[config.mk]
export PLATFORM = sky130hd
export DESIGN_NAME = sprite_addr_cal_flat
export DESIGN_NICKNAME = d
export VERILOG_FILES = /design/src/rtl/sprite_addr_cal_pkg.sv /design/src/rtl/sprite_addr_cal_if.sv /design/src/rtl/sprite_addr_cal_scale_decode.sv /design/src/rtl/sprite_addr_cal.sv /design/src/flat_wrapper.sv
export SDC_FILE = /design/constraint.sdc
export NUM_CORES = 1
export LEC_CHECK = 0
export BUFFER_PORTS_ARGS = -buffer_cell sky130_fd_sc_hd__buf_4
export CAP_MARGIN = 20
export CORE_MARGIN = 2
export CORE_UTILIZATION = 50
export CTS_BUF_LIST = sky130_fd_sc_hd__clkbuf_2
export CTS_CLUSTER_SIZE = 20
export DETAILED_ROUTE_END_ITERATION = 8
export GPL_TIMING_DRIVEN = 0
export PLACE_DENSITY = 0.83
export SLEW_MARGIN = 0
export SYNTH_ARGS = -nofsm -noshare
export SYNTH_HDL_FRONTEND = slang
export SYNTH_SLANG_ARGS = --single-unit
[constraint.sdc]
create_clock -name clk -period 0.8 [get_ports clk]
set_clock_uncertainty 0.1 [all_clocks]
set_input_delay 0.04 -clock clk [delete_from_list [all_inputs] [get_ports clk]]
set_output_delay 0.04 -clock clk [all_outputs]
set_load 0.1 [all_outputs]
[src/rtl/sprite_addr_cal_pkg.sv]
// Shared types for the sprite address path: descriptor layouts and widths.
package sprite_pkg;
  localparam int ADDR_W  = 16;
  localparam int COORD_W = 10;

  typedef struct packed {
    logic [15:0] base;
    logic [15:0] pw;
    logic [15:0] ph;
    logic [15:0] dw;
    logic [15:0] dh;
  } pattern_info_t;

  typedef struct packed {
    logic       visible;
    logic       flip;
    logic [9:0] x;
    logic [9:0] y;
    logic [9:0] shift;
  } sprite_info_t;
endpackage

[src/rtl/sprite_addr_cal_if.sv]
// Per-slot sprite bus: descriptor and raster position in, texel address out.
interface sprite_addr_cal_if
  import sprite_pkg::*;
();
  pattern_info_t      pattern_info;
  sprite_info_t       sprite_info;
  logic [COORD_W-1:0] hcount;
  logic [COORD_W-1:0] vcount;
  logic [ADDR_W-1:0]  addr_output;
  logic               valid;

  modport master (output pattern_info, sprite_info, hcount, vcount,
                  input  addr_output, valid);
  modport slave  (input  pattern_info, sprite_info, hcount, vcount,
                  output addr_output, valid);
endinterface

[src/rtl/sprite_addr_cal_scale_decode.sv]
// Finds the power-of-two magnification k (0..3) shared by both axes.
module scale_decode
  import sprite_pkg::*;
(
  input  logic [15:0] pw_i,
  input  logic [15:0] ph_i,
  input  logic [15:0] dw_i,
  input  logic [15:0] dh_i,
  output logic [1:0]  k_o,
  output logic        legal_o
);
  always_comb begin
    k_o     = '0;
    legal_o = 1'b0;
    // Widened compare so pw<<k cannot alias back into range.
    for (int k = 0; k < 4; k++) begin
      if (({3'b0, dw_i} == ({3'b0, pw_i} << k)) &&
          ({3'b0, dh_i} == ({3'b0, ph_i} << k))) begin
        k_o     = 2'(k);
        legal_o = 1'b1;
      end
    end
    if (pw_i == '0 || ph_i == '0) legal_o = 1'b0;
  end
endmodule

[src/rtl/sprite_addr_cal.sv]
// One-stage sprite texel address generator; one instance per sprite slot.
module sprite_addr_cal
  import sprite_pkg::*;
(
  input  logic              clk,
  input  logic              reset,
  sprite_addr_cal_if.slave  bus
);
  pattern_info_t     pat;
  sprite_info_t      spr;
  logic signed [11:0] left, col, row;
  logic [1:0]        k;
  logic              legal, in_col, in_row;
  logic [15:0]       pc_raw, pc, pr, prod;
  logic [ADDR_W-1:0] addr_d, addr_q;
  logic              valid_d, valid_q;

  assign pat = bus.pattern_info;
  assign spr = bus.sprite_info;

  scale_decode u_scale (
    .pw_i   (pat.pw),
    .ph_i   (pat.ph),
    .dw_i   (pat.dw),
    .dh_i   (pat.dh),
    .k_o    (k),
    .legal_o(legal)
  );

  // Negative left edge means the sprite hangs off the left of the screen.
  assign left = $signed({2'b0, spr.x}) - $signed({2'b0, spr.shift});
  assign col  = $signed({2'b0, bus.hcount}) - left;
  assign row  = $signed({2'b0, bus.vcount}) - $signed({2'b0, spr.y});

  assign in_col = !col[11] && ({5'b0, col[10:0]} < pat.dw);
  assign in_row = !row[11] && ({5'b0, row[10:0]} < pat.dh);

  assign pc_raw = {5'b0, col[10:0]} >> k;
  assign pr     = {5'b0, row[10:0]} >> k;
  assign pc     = spr.flip ? (pat.pw - 16'd1 - pc_raw) : pc_raw;

  // Product and sum wrap at 16 bits; range checking is the consumer's job.
  assign prod   = pr * pat.pw;
  assign valid_d = spr.visible && in_col && in_row && legal;
  assign addr_d  = valid_d ? (pat.base + prod + pc) : '0;

  always_ff @(posedge clk or posedge reset) begin
    if (reset) begin
      addr_q  <= '0;
      valid_q <= 1'b0;
    end else begin
      addr_q  <= addr_d;
      valid_q <= valid_d;
    end
  end

  assign bus.addr_output = addr_q;
  assign bus.valid       = valid_q;
endmodule

[src/flat_wrapper.sv]
// flat-port wrapper written by rule: the top's interface ports become plain ports
module sprite_addr_cal_flat import sprite_pkg::*;
  (clk, reset, bus_pattern_info, bus_sprite_info, bus_hcount, bus_vcount, bus_addr_output, bus_valid);
  sprite_addr_cal_if bus_i ();
  input  logic clk;
  input  logic reset;
  input wire logic [$bits(bus_i.pattern_info)-1:0] bus_pattern_info;
  input wire logic [$bits(bus_i.sprite_info)-1:0] bus_sprite_info;
  input wire logic [$bits(bus_i.hcount)-1:0] bus_hcount;
  input wire logic [$bits(bus_i.vcount)-1:0] bus_vcount;
  output wire logic [$bits(bus_i.addr_output)-1:0] bus_addr_output;
  output wire logic [$bits(bus_i.valid)-1:0] bus_valid;
  assign bus_i.pattern_info = bus_pattern_info;
  assign bus_i.sprite_info = bus_sprite_info;
  assign bus_i.hcount = bus_hcount;
  assign bus_i.vcount = bus_vcount;
  assign bus_addr_output = bus_i.addr_output;
  assign bus_valid = bus_i.valid;
  sprite_addr_cal u_core (.clk(clk), .reset(reset), .bus(bus_i));
endmodule
==> results of run 1 <==
logic make-up (layout without fill, tap and decap cells):
group / Yosys count / in the layout / share of synthesized area, %
AOI/OAI and AO/OA: 175 / 175 / 12.0
xor gates and xnor gates: 178 / 178 / 16.3
adders and majority gates: 221 / 221 / 36.0
buffers and inverters: 299 / 470 / 11.7
DFF: 17 / 17 / 4.34
muxes: 13 / 13 / 1.35
and+or+nand+nor: 346 / 346 / 18.3
sequential cells by signal, summed over array words and instances, names as in the netlist:
register / flops
u_core.bus.valid: 1
u_core.bus.addr_output: 16
cell type report:
cell class / count / area (µm²) / area share [%]
buffer: 85 / 438 / 3.44
tap: 265 / 332 / 2.61
sequential: 17 / 445 / 3.50
timing repair buffer: 168 / 1510 / 11.8
clock buffer: 4 / 20.0 / 0.157
inverter: 213 / 820 / 6.44
multi-input combinational: 933 / 9160 / 72.0
repair_timing:
item / CTS / global route
endpoints found under the setup margin: 34 / 34
pin swaps: 67 / 66
hold endpoints to repair: 17 / 18
setup buffers: 39 / 24
gates resized for setup: 116 / 101
placed cells by master, fill, tap and decap left out, drive strengths merged, types with 4 or more instances in the layout:
cell type	instances
a211o	4
a211oi	14
a21boi	6
a21o	13
a21oi	47
a31oi	5
and2	81
and3	6
buf	176
clkbuf	81
dfrtp	17
fa	103
ha	115
inv	213
mux2i	11
nand2	106
nand2b	6
nand3	9
nand4	32
nor2	37
nor2b	11
nor3	17
nor4	21
o211ai	9
o21a	13
o21ai	27
o21bai	9
o31a	4
or3	8
or4	5
xnor2	132
xor2	43
worst max-delay path by stage:
| stage | to | cells past startpoint |
|---|---|---|
| finish | u_core.bus.addr_output[15] | 44 |
| global route | u_core.bus.addr_output[15] | 47 |
| CTS | u_core.bus.addr_output[15] | 42 |
| detailed placement | u_core.bus.addr_output[15] | 44 |
| global placement | u_core.bus.addr_output[15] | 44 |
| floorplan | u_core.bus.addr_output[15] | 41 |
critical path, delay by kind of cell:
| kind | cells | cell delay [ps] |
|---|---|---|
| adders and majority gates | 9 | 3420 |
| AOI/OAI and AO/OA | 12 | 2250 |
| and+or+nand+nor | 9 | 1520 |
| buffers and inverters | 9 | 1050 |
| xor gates and xnor gates | 4 | 800 |
| muxes | 1 | 280 |
layer usage:
metal	part of all wire [%]	vias up	wire [µm]
met5	0	-	0
met4	3.9	0	1240
met3	7.4	104	2380
met2	49	463	15900
met1	40	4601	12700
li1	-	4361	-
power breakdown:
part / internal (mW) / switching, mW / leakage [nW]
logic: 31.6 / 34.0 / 5.72
clock network: 0.132 / 0.293 / 0.0166
registers: 0.859 / 0.000000000119 / 0.211
through the flow:
| stage | instance area [µm²] | TNS [ps] | power [mW] |
|---|---|---|---|
| after floorplan | 10200 | -94930 | 47.5 |
| after global routing | 12700 | -110610 | 71.2 |
| after detailed placement | 11300 | -120050 | 54.4 |
| final | 12700 | -107300 | 66.9 |
| after CTS | 12100 | -104360 | 61.0 |
| after global placement | 11300 | -117680 | 52.1 |
==> out/metrics.csv, run 1 <==
stage,metric,value,unit
outcome,outcome,"complete, but fails checks",
outcome,failed_checks,"hold timing, setup timing",
cells_and_area,fill_cells,1555,
floorplanning,fp.dieArea,0.0208,mm²
timing,whs,-329,ps
logic_synthesis,syn_area_per_cell,7.86,µm²
logic_synthesis,synth_commonest_cells,"inv_1 (213), xnor2_1 (132), ha_1 (115)",
global_route,grt_start_max_net_pins,18,
timing,finalMaxSlewViolations,0,
floorplanning,start_util,50.7,%
place,preCtsSetupSlack,-9720,ps
clocking,clockRootBuffer,clkbuf_2,
job,maxCapViolCount,0,
clocking,clkTransAtPathRegs,160,ps
clocking,h-tree-depth,1,
route,drc,0,
logic_synthesis,yosysSeqAreaShare,4.34,%
power,peakVddDrop,4.77,mV
critical_path,arrival,9360,ps
cells_and_area,final_util,65.8,%
floorplanning,die_y,144,µm
place,port_buffers,104,
floorplanning,die_w,144,µm
floorplanning,core,0.0193,mm²
logic_synthesis,synth_area,0.00981,mm²
critical_path,slowest_delay,530,ps
floorplanning,num_io_pins,151,
place,place.gp.congestion,1.01,
cells_and_area,fin_nets,1773,
global_route,met1_usage,37.9,%
critical_path,crit_slowest_cell,fa_1,
logic_synthesis,synth_warnings,0,
hold_path,hold_class,in -> async,
critical_path,crit_path_start_kind,input port,
place,place_inst,1618,
timing,hold_viol_final,17,
critical_path,critPathCaptureType,flip-flop,
logic_synthesis,synth.ff_latch_count,17,
timing,setup_ws,-8410,ps
global_route,grt_pass1_wl,48700,µm
timing,timing.final.crit_period,9210,ps
global_route,overflow,0,
global_route,grt-busiest-layer,met2,
logic_synthesis,synth_edf_count,0,
global_route,track_usage,30.1,%
global_route,met2_usage,52.8,%
critical_path,crit_top_cell,inv_1,
logic_synthesis,synthArstFlopShare,100,%
route,wl_per_cell,19.1,µm
power,leakage,5.95,nW
route,drt_iter0_drc,819,
logic_synthesis,synth_top_area_share,21.0,%
cells_and_area,drive_gt1_share,26.8,%
critical_path,cp_max_fo,8,
timing,final-setup-viol-count,34,
route,routed_via_density,5.66,
timing,fmax,109,MHz
cells_and_area,area_growth_syn_to_layout,29.7,%
timing,grt_setup_unrepaired,yes,
clocking,cts_buffers,3,
logic_synthesis,post_synth_num_cell_types,61,
route,dr.pass1.iters,5,
logic_synthesis,synth.most_common_cell,inv_1,
cells_and_area,antennaDiodeCount,0,
place,dpl.hpwl,24700,µm
route,wl,32200,µm
clocking,cts_tree,done,
cells_and_area,final_cells,1685,
timing,worst_pin_slew,938,ps
logic_synthesis,synth_fp_nets,1601,
critical_path,worstSetupPathType,in -> reg,
critical_path,setup.worst_path.start,bus_pattern_info[54],
timing,slew_headroom,37.5,%
route,num_vias,9529,
critical_path,crit_required,950,ps
clocking,cts_max_path_buffers,2,
timing,fin_crit_sh,1150,%
logic_synthesis,ys.flop_type,dfrtp_1,
logic_synthesis,netlist_instances,1249,
clocking,cts_sinks,17,
power,powerDensity,5260,mW/mm²
logic_synthesis,yosys-top-cells-area,"fa_1 (21%), ha_1 (15%), xnor2_1 (12%)",
logic_synthesis,synth_largest_area_cell,fa_1,
global_route,grt_pass1_vias,9540,
route,ant_nets,0,
floorplanning,row_count,51,
global_route,grt_util_met3,4.01,%
global_route,antenna_found_initial,0,
Power figures use the tool's default switching activity.
==> run 2: changes to the inputs <==
- CORE_UTILIZATION: 50 -> 45
- PLACE_DENSITY: 0.83 -> 0.77
==> run 2 against run 1 <==
Against the previous run: the flow still finishes with violations (hold timing, setup timing); hold slack got worse by 0.62 ps; sequential power about the same; sequential cell count unchanged; critical endpoint unchanged; largest power group unchanged.
==> out/metrics.csv, run 2 (synthesis gave the netlist of run 1 again) <==
stage,metric,value,unit,change
outcome,outcome,"complete, but fails checks",,
outcome,failed_checks,"hold timing, setup timing",,
global_route,grt_pass1_vias,9473,,-0.70%
power,p_switching,32.8,mW,-4.3%
global_route,overflow,0,,unchanged
cells_and_area,antennaDiodeCount,0,,unchanged
clocking,cts_max_path_buffers,2,,unchanged
timing,setup_ws,-8340,ps,+68.3 ps
timing,hold_viol_final,17,,unchanged
place,port_buffers,104,,unchanged
timing,slew_headroom,34.1,%,-3.4 points
route,drc,0,,unchanged
timing,fmax,109,MHz,+0.75%
timing,grt_setup_unrepaired,yes,,
route,routed_via_density,5.56,,-1.6%
critical_path,crit_required,950,ps,about the same
route,drt_iter0_drc,712,,-13%
power,peakVddDrop,6.56,mV,+38%
global_route,antenna_found_initial,0,,unchanged
clocking,clkTransAtPathRegs,160,ps,about the same
critical_path,cp_max_fo,5,,-3
place,place_inst,1633,,+0.93%
place,place.gp.congestion,0.986,,-2.1%
power,internal_power,32.4,mW,-0.55%
hold_path,hold_class,in -> async,,
cells_and_area,final_cells,1707,,+1.3%
floorplanning,fp.dieArea,0.0230,mm²,+11%
job,maxCapViolCount,0,,unchanged
cells_and_area,largest_reg_flops,16,,unchanged
clocking,h-tree-depth,1,,unchanged
route,wl_per_cell,18.6,µm,-2.6%
critical_path,slowest_delay,510,ps,-20 ps
route,num_vias,9495,,-0.36%
timing,timing.final.crit_period,9140,ps,-68.3 ps
power,power,65.2,mW,-2.5%
floorplanning,row_count,54,,+5.9%
critical_path,crit_slowest_cell,fa_1,,
power,pwr-share-seq,1.3,%,about the same
clocking,cts_sinks,17,,unchanged
critical_path,critical_path.top_delay_family,adder cells,,
clocking,cts_tree,done,,
floorplanning,core,0.0216,mm²,+12%
global_route,grt_start_max_net_pins,18,,unchanged
power,powerDensity,5040,mW/mm²,-4.1%
clocking,clockRootBuffer,clkbuf_2,,
critical_path,critPathCaptureType,flip-flop,,
route,ant_nets,0,,unchanged
critical_path,crit_top_cell,fa_1,,
floorplanning,num_io_pins,151,,unchanged
critical_path,arrival,9290,ps,-70 ps
power,comb_power_share,98.1,%,about the same
route,wl,31800,µm,-1.4%
timing,worst_pin_slew,978,ps,+39.9 ps
power,p_clk_share,0.6,%,about the same
cells_and_area,area_growth_syn_to_layout,31.9,%,
floorplanning,die_y,152,µm,+5.3%
place,preCtsSetupSlack,-9730,ps,-8.61 ps
timing,finalMaxSlewViolations,0,,unchanged
clocking,cts_buffers,3,,unchanged
floorplanning,start_util,45.4,%,-5.4 points
power,leakage,6.01,nW,+1.0%
cells_and_area,layout_commonest_cell,inv_1,,
timing,fin_crit_sh,1140,%,-8.5 points
floorplanning,die_w,152,µm,+5.3%
cells_and_area,drive_gt1_share,28.3,%,+1.5 points
place,dpl.hpwl,24700,µm,about the same
route,dr.pass1.iters,6,,+1
critical_path,crit_path_start_kind,input port,,
global_route,grt_pass1_wl,48500,µm,-0.38%
critical_path,path_buf_inv,8,,-1
cells_and_area,final_cell_mix,"inv_1 (189), buf_4 (143), xnor2_1 (117)",,
power,p_sw_share,50.4,%,-0.97 points
global_route,track_usage,27.0,%,-3.1 points
timing,whs,-330,ps,-0.618 ps
timing,final-setup-viol-count,34,,unchanged
cells_and_area,fin_nets,1780,,+0.39%
critical_path,worstSetupPathType,in -> reg,,
[run 2: layout make-up]
class / count / area, µm²
Clock buffer: 3 / 15.0
Sequential cell: 17 / 445
Tap cell: 280 / 350
Multi-Input combinational cell: 933 / 9250
Timing Repair Buffer: 174 / 1600
Buffer: 86 / 460
Inverter: 213 / 822
Fill cell: 1887 / 8680
Clock inverter: 1 / 5.00
[run 2: metrics by stage]
stage / setup TNS (ps) / cell area (µm²) / util, %
3_5_place_dp: -119320 / 11300 / 52.4
5_1_grt: -108710 / 12900 / 59.9
4_1_cts: -103290 / 12400 / 57.6
6_report: -104950 / 12900 / 59.9
3_3_place_gp: -118780 / 11300 / 52.4
2_1_floorplan: -94930 / 10200 / -
[run 2: what timing repair did]
action | CTS | global route
buffers inserted | 61 | 15
hold endpoints to repair | 18 | 17
pin swaps | 67 | 69
endpoints found under the setup margin | 34 | 34
gates cloned | 1 | 0
resized for setup | 145 | 100
[run 2: final timing paths]
check | start | end | slack [ps] | depth (start not counted)
setup / recovery | bus_pattern_info[0] | u_core.bus.addr_output[15] | -8340 | 42
hold / removal | reset | u_core.bus.addr_output[2] | -330 | 2
max in group asynchronous | reset | u_core.bus.addr_output[13] | 490 | 2
min in group clk | bus_pattern_info[64] | u_core.bus.addr_output[0] | 10 | 3
[run 2: routing by layer]
metal,wire (µm),vias to the layer above,GRT usage (%)
met3,2520,81,3.65
met2,15600,440,47.2
met1,12300,4601,33.6
li1,-,4373,-
met5,0,-,0
met4,1290,0,10.4
[run 2: power groups by stage]
stage	registers, mW	logic, mW	clock network, mW
2_1_floorplan	0.875	46.7	0
3_3_place_gp	0.875	51.7	0
3_5_place_dp	0.875	53.4	0
4_1_cts	0.859	58.7	0.412
5_1_grt	0.860	68.9	0.450
6_report	0.859	64.0	0.404
==> run 3: changes to the inputs <==
- clock period: 0.8 -> 11.5 ns (I/O delays scaled with it)
==> run 3 against run 2 <==
Against the previous run: the flow now finishes without violations; worst setup slack improved by 8700 ps; critical path depth rose by 1; hold slack improved by 520 ps; sequential share of layout area rose by 0.43 points.
==> out/metrics.csv, run 3 (synthesis gave the netlist of run 1 again) <==
stage,metric,value,unit,change
timing,worst_pin_slew,1070,ps,+87.4 ps
clocking,clkTransAtPathRegs,150,ps,about the same
hold_path,hold_class,in -> async,,
clocking,cts_tree,done,,
global_route,track_usage,25.1,%,-1.9 points
global_route,grt_start_max_net_pins,18,,unchanged
timing,hold_viol_final,0,,-17
route,wl,28100,µm,-12%
global_route,grt_pass1_wl,45300,µm,-6.7%
timing,grt_setup_unrepaired,no,,
cells_and_area,largest_reg_flops,16,,unchanged
route,num_vias,8922,,-6.0%
route,routed_via_density,5.46,,-1.9%
floorplanning,fp.dieArea,0.0230,mm²,unchanged
cells_and_area,drive_gt1_share,10.2,%,-18 points
critical_path,critPathCaptureType,flip-flop,,
global_route,antenna_found_initial,1,,+1
critical_path,worstSetupPathType,in -> reg,,
floorplanning,die_y,152,µm,unchanged
clocking,cts_sinks,17,,unchanged
place,port_buffers,104,,unchanged
route,ant_nets,0,,unchanged
timing,finalMaxSlewViolations,0,,unchanged
job,maxCapViolCount,0,,unchanged
cells_and_area,final_util,50.9,%,-9.0 points
critical_path,crit_slowest_cell,fa_1,,
critical_path,crit_path_start_kind,input port,,
timing,fin_crit_sh,96.6,%,
critical_path,crit_required,11620,ps,+10670 ps
timing,fin_tns_setup,0,ps,+104950 ps
floorplanning,row_count,54,,unchanged
critical_path,cp_max_fo,10,,+5
timing,final-setup-viol-count,0,,-100%
timing,slew_headroom,28.6,%,-5.6 points
clocking,clockRootBuffer,clkbuf_2,,
cells_and_area,fill_cells,2122,,+12%
route,drt_iter0_drc,661,,-7.2%
critical_path,slowest_delay,530,ps,+20 ps
route,dr.pass1.iters,5,,-1
timing,timing.final.crit_period,11110,ps,
clocking,h-tree-depth,1,,unchanged
outcome,outcome,"finished, final reports clean",,
place,dpl.hpwl,24200,µm,-2.1%
cells_and_area,final_cell_mix,"inv_1 (213), xnor2_1 (132), ha_1 (115)",,
global_route,overflow,0,,unchanged
floorplanning,core,0.0216,mm²,unchanged
cells_and_area,multi_input_area,0.00827,mm²,-11%
cells_and_area,register_area,425,µm²,-4.5%
global_route,grt_pass1_vias,8871,,-6.4%
cells_and_area,area_growth_syn_to_layout,12.1,%,
floorplanning,die_w,152,µm,unchanged
critical_path,arrival,11220,ps,+1930 ps
place,place.gp.congestion,0.954,,-3.2%
cells_and_area,antennaDiodeCount,0,,unchanged
route,wl_per_cell,17.2,µm,-7.8%
timing,fmax,90.0,MHz,
route,drc,0,,unchanged
floorplanning,num_io_pins,151,,unchanged
clocking,cts_buffers,3,,unchanged
clocking,cts_max_path_buffers,2,,unchanged
cells_and_area,fin_nets,1708,,-4.0%
cells_and_area,layout_commonest_cell,inv_1,,
floorplanning,start_util,45.4,%,unchanged
## run 3: timing repair
item,in CTS,in global routing
hold buffers,0,0
buffers inserted,0,2
gates resized for setup,1,14
pin swaps,0,1
endpoints found under the setup margin,1,1
endpoints found under the hold margin,0,0
## run 3: final cells by class
type | count | area share, %
clock buffer | 4 | 0.182
inverter | 213 | 7.27
timing repair buffer | 106 | 7.23
multi-input combinational | 933 | 75.2
sequential | 17 | 3.87
tap | 280 | 3.18
buffer | 82 | 3.07
## run 3: worst max-delay path, delay by kind of cell
family / cells / cell delay [ps]
adder cells (fa/ha/maj): 8 / 3150
AO/OA/AOI/OAI: 13 / 2660
AND/OR/NAND/NOR: 6 / 1720
XOR/XNOR: 7 / 1650
buffers and inverters: 8 / 1190
multiplexers: 1 / 220
## run 3: layer usage
metal / vias to the layer above / share of wire [%] / track usage, %
met4: 0 / 2.8 / 7.69
met2: 404 / 46 / 42.5
met1: 4229 / 42 / 33.7
li1: 4233 / - / -
met5: - / 0 / 0
met3: 56 / 8.6 / 2.69
## run 3: final timing paths
check	from	endpoint	cells past startpoint
worst max-delay path	bus_pattern_info[41]	u_core.bus.addr_output[15]	43
worst min-delay path	reset	u_core.bus.addr_output[3]	2
max in group asynchronous	reset	u_core.bus.addr_output[11]	2
min in group clk	bus_pattern_info[64]	u_core.bus.addr_output[0]	3
## run 3: through the flow
| stage | area [µm²] | hold slack, ps | cells | setup slack (ps) |
|---|---|---|---|---|
| floorplan | 9810 | 401 | 1249 | 1780 |
| global placement | 10900 | 578 | 1633 | -252 |
| detailed placement | 10900 | 598 | 1633 | -392 |
| CTS | 11000 | 231 | 1637 | 171 |
| global route | 11000 | 256 | 1635 | 9.52 |
| finish | 11000 | 195 | 1635 | 394 |
Power of run 3 is not shown: default switching activity piles up to over one toggle a cycle in this logic, so the estimate is an artifact.
